==> src/rtl/contador_jk_updown.sv <==
// ---------------------------------------------------------------------------
// contador_jk_updown
//
// 4-bit synchronous up/down modulo-MODULO counter. Alongside its own
// registered count it drives the J/K excitation a bank of four JK
// flip-flops needs to follow the same sequence on the next edge.
//
// Parameters
//   MODULO  count modulus, 2..16; the count runs 0..MODULO-1
//
// Ports
//   clk   in   rising-edge clock
//   CLR   in   asynchronous active-high clear of Q and ERR
//   EN    in   count enable
//   UP    in   direction, 1 = increment, 0 = decrement
//   LOAD  in   synchronous parallel load, overrides EN
//   D     in   [3:0] load value
//   Q     out  [3:0] registered count
//   J     out  [3:0] combinational J excitation for the next edge
//   K     out  [3:0] combinational K excitation for the next edge
//   TC    out  combinational terminal count for cascading
//   ERR   out  registered sticky out-of-range-load flag
// ---------------------------------------------------------------------------
module contador_jk_updown #(
    parameter int MODULO = 10
) (
    input  logic       clk,
    input  logic       CLR,
    input  logic       EN,
    input  logic       UP,
    input  logic       LOAD,
    input  logic [3:0] D,
    output logic [3:0] Q,
    output logic [3:0] J,
    output logic [3:0] K,
    output logic       TC,
    output logic       ERR
);

    localparam logic [3:0] MAXV    = 4'(MODULO - 1);
    localparam logic [4:0] MOD_W5  = 5'(MODULO);

    logic [3:0] q_q;
    logic [3:0] q_d;
    logic       err_q;
    logic       err_d;
    logic       d_valid;
    logic       at_max;
    logic       at_zero;

    // D is compared in 5 bits so MODULO=16 accepts every 4-bit value.
    assign d_valid = ({1'b0, D} < MOD_W5);
    assign at_max  = (q_q == MAXV);
    assign at_zero = (q_q == 4'd0);

    // Wrap is decided by explicit compares, never by 4-bit overflow, so the
    // count can never leave 0..MODULO-1.
    always_comb begin
        q_d = q_q;
        if (LOAD) begin
            q_d = d_valid ? D : 4'd0;
        end else if (EN) begin
            if (UP) begin
                q_d = at_max ? 4'd0 : (q_q + 4'd1);
            end else begin
                q_d = at_zero ? MAXV : (q_q - 4'd1);
            end
        end
    end

    assign err_d = err_q | (LOAD & ~d_valid);

    always_ff @(posedge clk or posedge CLR) begin
        if (CLR) begin
            q_q   <= 4'd0;
            err_q <= 1'b0;
        end else begin
            q_q   <= q_d;
            err_q <= err_d;
        end
    end

    // Minimal excitation: only bits that actually change get J or K, so
    // holding bits see J=K=0 and J&K is structurally zero.
    assign J   = ~q_q & q_d;
    assign K   =  q_q & ~q_d;
    assign TC  = EN & ~LOAD & ((UP & at_max) | (~UP & at_zero));
    assign Q   = q_q;
    assign ERR = err_q;

endmodule
==> config.mk <==
export PLATFORM = sky130hd
export DESIGN_NAME = contador_jk_updown
export DESIGN_NICKNAME = d
export VERILOG_FILES = /design/src/rtl/contador_jk_updown.sv
export SDC_FILE = /design/constraint.sdc
export NUM_CORES = 1
export LEC_CHECK = 0
export CAP_MARGIN = 20
export CORE_MARGIN = 10
export CORE_UTILIZATION = 40
export CTS_CLUSTER_SIZE = 25
export DETAILED_ROUTE_END_ITERATION = 10
export GPL_TIMING_DRIVEN = 0
export PLACE_DENSITY_LB_ADDON = 0.3
export SLEW_MARGIN = 20
export SYNTH_ARGS = -nofsm -noshare
export SYNTH_HDL_FRONTEND = slang
export SYNTH_SLANG_ARGS = --single-unit
==> constraint.sdc <==
create_clock -name clk -period 4.4 [get_ports clk]
set_clock_uncertainty 0.15 [all_clocks]
set_input_delay 0.44 -clock clk [delete_from_list [all_inputs] [get_ports clk]]
set_output_delay 0.44 -clock clk [all_outputs]
set_load 0.02 [all_outputs]
Word level (Yosys, flattened, before mapping)
Index checks and enable logic that the tools add are counted.
{"block": "word_totals", "reg_bits": 5, "inputBits": 9, "output_inout_bits": 14}
{"block": "classes", "addsub": 2, "n_lt_le_gt_ge": 1, "eq_ne": 1, "muxes": 6, "bitwise": 14, "n_reduce_logical": 1}
{"cell": "4-bit 2-to-1 mux", "n": 6}
{"cell": "4-bit AND", "n": 2}
{"cell": "4-bit inverter", "n": 2}
{"cell": "1-bit AND", "n": 5}
{"cell": "4-bit by 1-bit adder with 4-bit output, second input constant", "n": 1}
{"cell": "4-bit equality test, second input constant", "n": 1}
{"cell": "4-bit logical NOT", "n": 1}
{"cell": "4-bit less-than comparator, second input constant", "n": 1}
{"cell": "4-bit by 1-bit subtractor with 4-bit output, second input constant", "n": 1}
{"cell": "1-bit inverter", "n": 3}
{"cell": "1-bit bitwise OR", "n": 2}

Logic depth before layout (Yosys ltp)
Gate-level depths: netlist of run 1.
{"block": "logic_depth", "ltp_word": 7, "depth_mapped": 5, "mapped_depth_nobuf": 4}

Least setup slack after synthesis of run 1
OpenSTA, ideal clock, no wires.
{"block": "synth_path", "kind": "reg-to-output", "from": "reg q_q[1], in the netlist Q[1]", "to": "out J[2]", "t_arrival_ns": 1.603, "slack_ns": 2.207, "stages_incl_launch_ff": 6, "path_buffers": 1, "cell_sequence": "dfrtp_1 -> buf_2 -> nor2_1 -> nand2_1 -> or3_1 -> a31oi_1"}
{"block": "synth_between", "elab_chain_len": 6}
{"item": "from (decl)", "line": "43", "rtl": "logic [3:0] q_q;"}
{"item": "from (signal assigned)", "line": "78", "rtl": "q_q <= q_d;"}
{"item": "4-bit by 1-bit subtractor with 4-bit output, or another cell as far along", "line": "66", "rtl": "q_d = at_zero ? MAXV : (q_q - 4'd1);"}
{"item": "4-bit 2-to-1 mux (on tied branches)", "line": "66, 64"}
{"item": "4-bit 2-to-1 mux (*)", "line": "63", "rtl": "if (UP) begin"}
{"item": "4-bit 2-to-1 mux (*)", "line": "62", "rtl": "end else if (EN) begin"}
{"item": "4-bit 2-to-1 mux (*)", "line": "60", "rtl": "if (LOAD) begin"}
{"item": "4-bit AND (*)", "line": "85", "rtl": "assign J = ~q_q & q_d;"}
{"item": "to (decl)", "line": "34", "rtl": "output logic [3:0] J,"}
Every way passes the cells marked *; elsewhere a longest branch is shown, timed or not.

Worst setup path in the final report of run 1
{"block": "layout_path", "from": "in LOAD", "to": "out J[2]"}
{"block": "layout_between", "elab_chain_len": 2}
{"item": "from (decl)", "line": "31", "rtl": "input logic LOAD,"}
{"item": "4-bit 2-to-1 mux", "line": "60"}
{"item": "4-bit AND", "line": "85"}
No other way between the ends.

==> reports/metrics.yaml, run 1 <==
outcome:
  status: "completed"
timing:
  rsz0062_at_grt: "false"
  final-setup-viol-count: 0
  hold_viol_final: 0
  period_minus_slack_ns: 3.13
  fin_ws_ns: 1.27
  min_period_over_period_pct: 71.1
  fin_setup_tns_ns: 0
  worstMarginPinSlew_ns: 0.427
  slew_violations: 0
  fmaxAchievable_mhz: 320
  slew_headroom_pct: 71.5
detailed_routing:
  via_count: 684
  drt-initial-drc-count: 15
  met2WireLength_um: 896
  wl_met1_um: 748
  wirelength_um: 1830
  met3_length_um: 181
  top_layer_used: "met3"
  antenna_left: 0
  routed_via_density: 5.65
  drc: 0
  wl_per_cell_um: 15.1
  drt-pass1-iter-count: 4
synthesis:
  netlist_area_um2: 563
  ys_top_cells_by_area: "dfrtp_1 (22%), a21oi_1 (6.2%), nor2_1 (5.3%), inv_1 (4.7%), nand2_1 (4.0%)"
  yosysUniqueCellTypes: 34
  synth_top_cell_by_area: "dfrtp_1"
  yosys.area.top_type_share_pct: 22.2
  synth_flop_cell: "dfrtp_1"
  netlist_instances: 81
  synthTopCellsByCount: "nor2_1 (8), a21oi_1 (7), inv_1 (7)"
  async_flop_share_pct: 100
  syn_nets: 90
  ys_seq_area_share_pct: 22.2
  yosysWarnings: 0
  synth_edf_count: 0
  synth.most_common_cell: "nor2_1"
  synth.avg_cell_area_um2: 6.95
  ys_ff_latch: 5
place:
  port_buffers: 21
  dp.cells: 117
  pre_cts_ws_ns: 1.31
  gp_congestion: 0.869
  placedInstanceArea_um2: 792
  dp_hpwl_um: 1420
layout:
  nets: 116
  stdcell_area_um2: 818
  drive_gt1_share_pct: 11.3
  instances_no_fill: 121
  n_antenna_cell: 0
  area_delta_synth_final_pct: 45.3
cts:
  clock-sinks: 5
  postCtsSetupBuffers: 0
  tritoncts: "done"
  cts-root-buf: "clkbuf_4"
  post_cts_resized: 0
  clock_latency_ns: 0.24
  hold_buffers: 0
  ctsHtreeMaxLevel: 1
  ctsLongestPathBuffers: 2
  clk_pin_slew_ns: 0.05
  cts_buffers: 3
grt:
  grt_overflow: 0
  antenna_found_initial: 0
  track_usage_pct: 11.2
  grt_max_degree: 11
  grt_first_pass_wirelength_um: 3010
  grt_pass1_vias: 636
setup_path:
  cpMaxStageDelayCell: "clkdlybuf4s50_1"
  crit_required_ns: 3.81
  cp-start-kind: "input port"
  worstSetupPathType: "input port to output port"
  crit_family: "buffers and inverters"
  cp_num_buf_inv: 2
  endpoint_kind: "output port"
  max_stage_delay_ns: 0.63
  path_cells: "clkdlybuf4s50_1 > nor2b_1 > nand2_1 > or3_1 > a31oi_1 > clkdlybuf4s50_1"
  critical_path_arrival_ns: 2.54
  cpMostUsedCell: "clkdlybuf4s50_1"
  critPathMaxFanout: 6
power:
  ir_worst_vdd_mv: 0.212
  power_density_nw_per_um2: 256
  finalPower_mw: 0.210
  leakage_nw: 0.338
die:
  dieArea_um2: 3310
  die_width_um: 57.5
  pin_count: 23
  fp.dieH_um: 57.5
  core-area_um2: 1320
  start_util_pct: 42.7
  rows: 13
flow_run:
  cap_violations: 0
min_path:
  hp-class: "input port to async pin"
## report_power, final
part	internal, mW	switching [mW]
registers	0.0502	0.00350
logic	0.0458	0.0559
clock network	0.0343	0.0198
## cell families (layout without fill, tap and decap cells)
kind of cell | Yosys count | after routing | share of synthesized area, %
buffers and inverters | 14 | 39 | 11.8
AOI/OAI and AO/OA | 27 | 27 | 32.4
xor gates and xnor gates | 2 | 2 | 3.11
DFF | 5 | 5 | 22.2
and+or+nand+nor | 33 | 33 | 30.4
## registers in the layout, indices dropped and copies added (netlist names)
name / count
ERR: 1
Q: 4
## stage by stage
stage	hold WS, ns	util (%)
after CTS	0.239	62.1
after floorplan	0.0685	-
after detailed placement	0.301	60.1
after global routing	0.229	62.1
after global placement	0.300	60.1
final	0.244	62.1
## cells in the final DEF (no fill, tap or decap), drive strengths merged
cell type	netlist	final
a31oi	2	2
xnor2	1	1
a22o	1	1
a21oi	8	8
nand2	6	6
a2111o	1	1
and3	2	2
or4	1	1
clkdlybuf4s50	0	21
nand2b	2	2
o22ai	1	1
inv	7	7
a211o	2	2
nor3	1	1
nor2b	1	1
clkbuf	2	6
a21boi	1	1
and2	3	3
o31ai	2	2
dfrtp	5	5
o211ai	2	2
nand3b	1	1
or3	3	3
o21ai	6	6
nand4	1	1
nor2	8	8
xor2	1	1
buf	5	5
a2111oi	1	1
nand3	4	4
## per-layer routing
| layer | GRT usage [%] | vias to the layer above |
|---|---|---|
| li1 | - | 340 |
| met1 | 12.9 | 311 |
| met2 | 17.6 | 33 |
| met3 | 5.75 | 0 |
| met4 | 3.02 | 0 |
| met5 | 0 | - |
## worst register-to-register path: stages (launching register included)
cell and delay, ns:
dfrtp_1 0.38, buf_2 0.19, nor2_1 0.19, o22ai_1 0.12
a2111oi_1 0.48, o31ai_2 0.09
## layout make-up
type                    count  area (µm²)
inverters                   7        26.3
fillers                   131         499
well taps                  15        18.8
plain buffers               7        40.0
flip-flops and latches      5         125
repair buffers             21         210
clock buffers               4        26.3
multi-input cells          62         372
## final timing paths
path | from | to | slack [ns] | cells after the start
max reg2reg | Q[1]$_DFF_PP0_ | Q[3]$_DFF_PP0_ | 2.69 | 5
min reg2reg | ERR$_DFF_PP0_ | ERR$_DFF_PP0_ | 0.31 | 1
min | CLR | Q[2]$_DFF_PP0_ | 0.24 | 2
max | LOAD | J[2] | 1.27 | 6
min in group clk | ERR$_DFF_PP0_ | ERR$_DFF_PP0_ | 0.31 | 1
max in group asynchronous | CLR | ERR$_DFF_PP0_ | 3.68 | 2
(Power assumes the default switching activity.)
==> run 2: changes to the inputs <==
==> constraint.sdc (replaced) <==
create_clock -name clk -period 3.2 [get_ports clk]
set_clock_uncertainty 0.15 [all_clocks]
set_input_delay 0.32 -clock clk [delete_from_list [all_inputs] [get_ports clk]]
set_output_delay 0.32 -clock clk [all_outputs]
set_load 0.02 [all_outputs]
==> results of run 2 <==
The final DEF is identical to that of run 1. Status: completed.
Main changes from that run: setup slack after placement 1.31 ns -> 0.352 ns; setup slack after layout 1.27 ns -> 0.312 ns; hold slack 0.244 ns -> 0.124 ns; register-to-register setup slack 2.69 ns -> 1.49 ns; total power 0.210 mW -> 0.288 mW; worst IR drop on VDD 0.212 mV -> 0.291 mV
